**src/rtl/program_loader.sv**
```systemverilog
// program_loader: receives a length-prefixed little-endian word stream from a UART rx FIFO, writes it to instruction memory and acknowledges over tx
module program_loader #(
    parameter int          ADDR_W   = 12,
    parameter logic [7:0]  ACK_BYTE = 8'hAA
) (
    input  logic              clk,
    input  logic              rstn,
    input  logic              start,
    input  logic [7:0]        rx_data,
    input  logic              rx_empty,
    output logic              rx_rd_en,
    output logic [7:0]        tx_data,
    input  logic              tx_full,
    output logic              tx_wr_en,
    output logic              imem_we,
    output logic [ADDR_W-1:0] imem_addr,
    output logic [31:0]       imem_wdata,
    output logic              busy,
    output logic              done,
    output logic              err
);
    typedef enum logic [2:0] {IDLE, LEN, DATA, ACK, DONE, ERR} state_t;
    state_t            state;
    logic [1:0]        byte_cnt;
    logic [ADDR_W:0]   word_cnt;
    logic [ADDR_W:0]   n_words;
    logic [31:0]       word_asm;
    logic [31:0]       asm_nx;
    logic [ADDR_W:0]   word_nx;
    logic              last_byte;
    logic              too_big;
    assign rx_rd_en  = (state == LEN || state == DATA) && !rx_empty;
    assign last_byte = rx_rd_en && byte_cnt == 2'd3;
    assign word_nx   = word_cnt + {{ADDR_W{1'b0}}, 1'b1};
    assign too_big   = {1'b0, asm_nx} > (33'd1 << ADDR_W);
    assign busy      = state == LEN || state == DATA || state == ACK;
    assign done      = state == DONE;
    assign err       = state == ERR;
    always_comb begin
        asm_nx = word_asm;
        asm_nx[{byte_cnt, 3'b000} +: 8] = rx_data;
    end
    always_ff @(posedge clk or negedge rstn) begin
        if (!rstn) begin
            state      <= IDLE;
            byte_cnt   <= '0;
            word_cnt   <= '0;
            n_words    <= '0;
            word_asm   <= '0;
            imem_we    <= 1'b0;
            imem_addr  <= '0;
            imem_wdata <= '0;
            tx_wr_en   <= 1'b0;
            tx_data    <= '0;
        end else begin
            imem_we  <= 1'b0;
            tx_wr_en <= 1'b0;
            if (rx_rd_en) begin
                word_asm <= asm_nx;
                byte_cnt <= byte_cnt + 2'd1;
            end
            case (state)
                IDLE, DONE, ERR: if (start) begin
                    state    <= LEN;
                    byte_cnt <= '0;
                    word_cnt <= '0;
                end
                LEN: if (last_byte) begin
                    state   <= asm_nx == 32'd0 ? ACK : too_big ? ERR : DATA;
                    n_words <= asm_nx[ADDR_W:0];
                end
                DATA: if (last_byte) begin
                    imem_we    <= 1'b1;
                    imem_addr  <= word_cnt[ADDR_W-1:0];
                    imem_wdata <= asm_nx;
                    word_cnt   <= word_nx;
                    state      <= word_nx == n_words ? ACK : DATA;
                end
                ACK: if (!tx_full) begin
                    tx_wr_en <= 1'b1;
                    tx_data  <= ACK_BYTE;
                    state    <= DONE;
                end
                default: state <= IDLE;
            endcase
        end
    end
endmodule

```
**config.mk**
```make
export PLATFORM = sky130hd
export DESIGN_NAME = program_loader
export DESIGN_NICKNAME = d
export VERILOG_FILES = /design/src/rtl/program_loader.sv
export SDC_FILE = /design/constraint.sdc
export NUM_CORES = 1
export LEC_CHECK = 0
export CORE_MARGIN = 2
export CORE_UTILIZATION = 45
export CTS_BUF_LIST = sky130_fd_sc_hd__clkbuf_16
export CTS_CLUSTER_DIAMETER = 200
export CTS_CLUSTER_SIZE = 20
export DETAILED_ROUTE_END_ITERATION = 10
export HOLD_SLACK_MARGIN = 0.05
export PLACE_DENSITY_LB_ADDON = 0.12
export SYNTH_ARGS = -nofsm -noshare
export SYNTH_HDL_FRONTEND = slang
export SYNTH_SLANG_ARGS = --single-unit
```
**constraint.sdc**
```tcl
create_clock -name clk -period 7.6 [get_ports clk]
set_clock_uncertainty 0.15 [all_clocks]
set_input_delay 0.76 -clock clk [delete_from_list [all_inputs] [get_ports clk]]
set_output_delay 0.76 -clock clk [all_outputs]
set_load 0.01 [all_outputs]
```
==> results of run 1 <==
-- registers in the layout (all words and copies together) (netlist names) --
signal	count
imem_wdata	32
word_asm	32
word_cnt	13
state	3
n_words	13
byte_cnt	2
tx_data	1
imem_we	1
tx_wr_en	1
imem_addr	12
-- path summary, 6_finish.rpt --
| kind | startpoint | endpoint | slack [ns] |
|---|---|---|---|
| min reg2reg | imem_addr[8]$_DFFE_PN0P_ | imem_addr[8]$_DFFE_PN0P_ | 0.32 |
| max reg2reg | byte_cnt[0]$_DFF_PN0_ | word_cnt[6]$_DFFE_PN0P_ | 4.14 |
| max in group asynchronous | rstn | state[1]$_DFFE_PN0P_ | 5.79 |
| min in group clk | imem_addr[8]$_DFFE_PN0P_ | imem_addr[8]$_DFFE_PN0P_ | 0.32 |
| max | rx_empty | rx_rd_en | 3.99 |
| min | rstn | imem_wdata[22]$_DFFE_PN0P_ | 0.30 |
-- worst max-delay path: cells and delay by family --
family / cells / cell delay (ns)
buffers and inverters: 3 / 1.31
AND/OR/NAND/NOR: 2 / 0.61
-- metal layers --
layer / wire length (µm) / vias up / GRT usage, % / part of all wire [%]
met4: 170 / 0 / 6.667 / 1.3
li1: - / 2111 / - / -
met5: 0 / - / 0 / 0
met3: 675 / 12 / 3.560 / 5.1
met1: 6341 / 2084 / 32.08 / 48
met2: 6024 / 109 / 33.25 / 46
-- stage by stage --
step	hold WS, ns	area, µm²	std cells	setup slack, ns
after floorplan	0.2922	5460	588	5.129
after global placement	0.3075	6131	764	3.886
final	0.2954	6420	779	3.995
after CTS	0.3275	6420	779	3.994
after global routing	0.3466	6420	779	3.848
after detailed placement	0.3145	6131	764	3.858
-- logic make-up (layout without fill, tap and decap cells) --
group,after synthesis,after routing
AOI/OAI and AO/OA,142,142
xor gates and xnor gates,22,22
adders and majority gates,6,6
buffers and inverters,51,95
DFF,110,110
muxes,14,14
other,1,4
and+or+nand+nor,239,239
-- cell type report --
cell class                 count  share of cell area (%)
clock buffer                   9                   3.508
clock inverter                 6                  0.9940
inverter                      12                  0.7016
multi-input combinational    427                   38.57
sequential                   110                   42.88
tap                          147                   2.865
timing repair buffer          68                   10.49
-- cells in the final DEF, fill, tap and decap left out, drive strengths merged, types with 8 or more instances in the layout --
cell type / count
a21oi: 20
o31ai: 10
o21ai: 78
nor3: 11
nor4: 11
a22o: 8
a31oi: 8
inv: 11
xor2: 9
nor2b: 20
nor2: 29
mux2i: 8
xnor2: 11
nand2: 118
clkdlybuf4s50: 65
dfrtp: 110
nand3: 14
nand2b: 9
clkbuf: 9
-- report_power, final --
part | leakage [nW] | switching, mW | internal, mW | total, mW
combinational | 1.09 | 0.399 | 0.272 | 0.671
clock | 0.141 | 0.206 | 0.253 | 0.459
sequential | 1.52 | 0.0903 | 0.673 | 0.763
==> reports/metrics.csv, run 1 <==
stage,metric,value,unit
status,status,finished clean,
synthesis,ys_seq_area_share,50.52,%
clock_network,clk_transition_reported_paths,0.07,ns
clock_network,htreeDepth,3,
synthesis,muxShareOfSynthArea,2.710,%
timing,drv_slew,0,
die,die_h,114.0,µm
die,start_util,45.75,%
timing,tightest_slew,0.8507,ns
route,dr.pass1.iters,5,
synthesis,synth_flop_cell,dfrtp_1,
synthesis,ys_ff_latch,110,
critical_path,worstPathMaxFanout,20,
die,die_area,0.01301,mm²
final_layout,fin_util,53.90,%
final_layout,fillCellCount,1143,
die,core.rowCount,40,
grt,overflow,0,
final_layout,multi_input_area,0.002476,mm²
timing,slew_headroom,43.12,%
critical_path,cpMaxStageDelayCell,clkdlybuf4s50_1,
pwr,peakVddDrop,0.1366,mV
critical_path,slowest_delay,0.57,ns
synthesis,yosysTopAreaCell,dfrtp_1,
synthesis,async_flop_share,100.0,%
timing,rsz0062_at_grt,no,
synthesis,ys_warn_count,0,
final_layout,drive_gt1_share,5.222,%
placement,dpl.hpwl,9500,µm
clock_network,cts_hold_buf,0,
synthesis,synth_edf_count,0,
placement,io_buffers,66,
route,num_vias,4316,
pwr,power.leakage,2.747,nW
pwr,power,1.893,mW
clock_network,cts_tree,done,
placement,gp_congestion,0.8467,
grt,track_usage,21.79,%
grt,grt_pass1_wl,22060,µm
route,drc,0,
route,avgViaCountPerCell,5.540,
timing,setup_viol,0,
synthesis,synthAdderAreaFrac,1.378,%
clock_network,cts_setup_buffers,0,
timing,fmax,277.4,MHz
critical_path,critPathKind,input port to primary output,
timing,tns,0,ns
die,io_pins,71,
synthesis,avgSynthCellArea,9.314,µm²
clock_network,cts_buffer_depth,2,
synthesis,ys_types,59,
clock_network,cts_buffers,9,
timing,layout_min_cycle_time,3.605,ns
job,maxCapViolCount,0,
final_layout,regArea,0.002753,mm²
min_path,hold_path_class,input port to async pin,
final_layout,layout.nets,647,
grt,grt_max_degree,99,
critical_path,critPathLaunchType,input port,
timing,hold_viol,0,
clock_network,ctsRootBufferMaster,clkbuf_16,
critical_path,crit_top_cell,clkdlybuf4s50_1,
grt,antenna_found_initial,0,
die,fp.dieW,114.0,µm
pwr,powerDensity,294.9,mW/mm²
synthesis,synth_xor_area_share,4.133,%
critical_path,arrival,2.70,ns
clock_network,cts_resized,0,
critical_path,reg2regPathDepth,7,
critical_path,cp-end-kind,primary output,
synthesis,synthTopCellsByArea,"dfrtp_1 (51%), nand2_1 (8.1%), o21ai_0 (7.2%), nor2b_1 (2.3%), nor2_1 (2.0%)",
synthesis,netlist_instances,585,
synthesis,synth_top_area_share,50.52,%
critical_path,worstPathCellList,clkdlybuf4s50_1 -> nor2_1 -> nand2_1 -> inv_2 -> clkdlybuf4s50_1,
synthesis,yosys.area_share.simple,21.49,%
synthesis,synth_most_common_cell,nand2_1,
grt,first_global_vias,4130,
final_layout,num_antenna_cells,0,
critical_path,critPathRequiredTime,6.69,ns
route,routed_wl,13210,µm
timing,fin_crit_sh,47.44,%
clock_network,clkLatencyLatePin,0.35,ns
route,wl_per_cell,16.96,µm
clock_network,cts_sinks,110,
final_layout,syn_to_final_growth,17.82,%
synthesis,synth_top_family_by_area,simple AND/OR/NAND/NOR gates,
synthesis,synth.top_cells.by_count,"nand2_1 (118), dfrtp_1 (110), o21ai_0 (78), nor2_1 (29)",
die,coreArea,0.01191,mm²
route,antenna_left,0,
route,first_iter_violations,318,
synthesis,synth-compound-area-share,15.36,%
synthesis,syn-cell-area,0.005449,mm²
(Power assumes the default switching activity.)
==> run 2: changes to the inputs <==
Clock period 7.6 ns to 3.1 ns, I/O delays scaled along.
==> reports/metrics.csv, run 2 (same netlist as run 1, synthesis figures left out) <==
stage,metric,value,unit,change
status,status,finished clean,,
die,die_h,114.0,µm,unchanged
min_path,worstHoldStart,imem_addr[7]$_DFFE_PN0P_,,
placement,io_buffers,66,,unchanged
placement,dpl.hpwl,9730,µm,+2.4%
critical_path,r2r_slack,0.46,ns,-3.68 ns
pwr,powerDensity,727.5,mW/mm²,+150%
final_layout,num_antenna_cells,0,,unchanged
clock_network,clk_transition_reported_paths,0.07,ns,about the same
min_path,hold_end,imem_addr[7]$_DFFE_PN0P_,,
grt,first_global_vias,4099,,-0.75%
critical_path,r2r-end,state[0]$_DFFE_PN0P_,,
final_layout,top_regs,"imem_wdata (32), word_asm (32)",,
grt,grt_pass1_wl,22060,µm,unchanged
pwr,peakVddDrop,0.3982,mV,+190%
die,start_util,45.75,%,unchanged
critical_path,startpoint,byte_cnt[1]$_DFF_PN0_,,
route,wl_per_cell,16.96,µm,about the same
critical_path,critPathRequiredTime,3.17,ns,-3.52 ns
route,routed_wl,13400,µm,+1.4%
final_layout,layout.nets,657,,+1.5%
placement,gp_congestion,0.9164,,+8.2%
final_layout,drive_gt1_share,6.843,%,+1.6 points
grt,overflow,0,,unchanged
route,dr.pass1.iters,4,,-1
grt,grt_max_degree,57,,-42%
critical_path,worstPathCellList,inv_1 -> ha_1 -> nor2b_1 -> a31oi_1 -> and4_1 -> nand4_1 -> o31ai_1 -> a31oi_1,,
critical_path,slowest_delay,0.53,ns,-0.04 ns
final_layout,finalInstanceArea,0.006514,mm²,+1.5%
die,fp.dieW,114.0,µm,unchanged
critical_path,reg2regPathDepth,8,,+1
critical_path,cpMaxStageDelayCell,ha_1,,
clock_network,cts_buffers,9,,unchanged
route,num_vias,4418,,+2.4%
clock_network,ctsRootBufferMaster,clkbuf_16,,
critical_path,critPathKind,flip-flop to flip-flop,,
critical_path,rr_startpoint,byte_cnt[1]$_DFF_PN0_,,
clock_network,cts_tree,done,,
route,drc,0,,unchanged
final_layout,final_common_cell,nand2_1,,
timing,tns,0,ns,unchanged
timing,setup_viol,0,,unchanged
die,core.rowCount,40,,unchanged
die,coreArea,0.01191,mm²,unchanged
timing,rsz0062_at_grt,no,,
pwr,power.leakage,2.798,nW,+1.8%
die,die_area,0.01301,mm²,unchanged
clock_network,cts_sinks,110,,unchanged
clock_network,clkLatencyLatePin,0.35,ns,about the same
placement,placed_area,0.006198,mm²,+1.1%
timing,hold_viol,0,,unchanged
route,antenna_left,0,,unchanged
critical_path,arrival,2.71,ns,about the same
clock_network,cts_setup_buffers,0,,unchanged
timing,slew_headroom,56.17,%,+13 points
critical_path,critPathLaunchType,flip-flop,,
final_layout,syn_to_final_growth,19.54,%,
min_path,hold_path_class,flip-flop to flip-flop,,
min_path,hold_path_depth,2,,
timing,fmax,378.9,MHz,
timing,fin_crit_sh,85.14,%,
final_layout,final_cell_mix,"nand2_1 (118), dfrtp_1 (110), o21ai_0 (78)",,
route,avgViaCountPerCell,5.592,,+0.94%
job,maxCapViolCount,0,,unchanged
final_layout,fin_util,54.68,%,+0.79 points
timing,drv_slew,0,,unchanged
critical_path,crit_top_cell,a31oi_1,,
die,io_pins,71,,unchanged
grt,antenna_found_initial,0,,unchanged
critical_path,cp-end-kind,flip-flop,,
timing,layout_min_cycle_time,2.639,ns,
route,first_iter_violations,283,,-11%
critical_path,worstPathMaxFanout,12,,-40%
timing,tightest_slew,0.6574,ns,-0.1933 ns
clock_network,htreeDepth,3,,unchanged
grt,track_usage,21.70,%,-0.091 points
clock_network,cts_buffer_depth,2,,unchanged
run 2: through the flow:
stage          power, mW  cells  hold WS [ns]  setup WS, ns
2_1_floorplan      3.031    588       -0.1356        0.6292
3_3_place_gp       3.524    773        0.2145        0.5258
3_5_place_dp       3.561    773        0.2267        0.5250
4_1_cts            4.760    790        0.3302        0.4704
5_1_grt            5.038    790        0.3489        0.3012
6_report           4.739    790        0.3253        0.4606
run 2: layout make-up:
type	count	area [µm²]
fillers	1112	5398
flip-flops and latches	110	2753
multi-input cells	427	2476
repair buffers	78	750.7
clock buffers	9	225.2
well taps	147	183.9
clock inverters	7	80.08
inverters	12	45.04
run 2: how the worst max path moves through the flow:
| stage | endpoint |
|---|---|
| global placement | state[0]$_DFFE_PN0P_ |
| floorplan | state[0]$_DFFE_PN0P_ |
| global route | state[0]$_DFFE_PN0P_ |
| finish | state[0]$_DFFE_PN0P_ |
| detailed placement | state[0]$_DFFE_PN0P_ |
| CTS | state[0]$_DFFE_PN0P_ |
run 2: per-layer routing:
metal	track usage, %	wire length, µm
met1	32.40	6490
met3	2.657	623
met4	7.480	182
met5	0	0
met2	32.82	6104
run 2: timing repair:
item                      4_1_cts  5_1_grt
resized for setup               0        0
hold endpoints to repair       47        0
hold buffers                    1        0
run 2: worst max-delay path, delay by kind of cell, from the launching register on:
| kind | cells | cell delay [ns] |
|---|---|---|
| compound gates | 3 | 0.76 |
| simple gates | 3 | 0.58 |
| fa+ha+maj | 1 | 0.53 |
| flops | 1 | 0.41 |
| buf+inv | 1 | 0.10 |
run 2: power breakdown:
group	total (mW)	switching, mW	internal, mW
clock	1.18	0.544	0.638
sequential	1.85	0.203	1.65
combinational	1.70	1.01	0.699
total	4.74	1.75	2.99
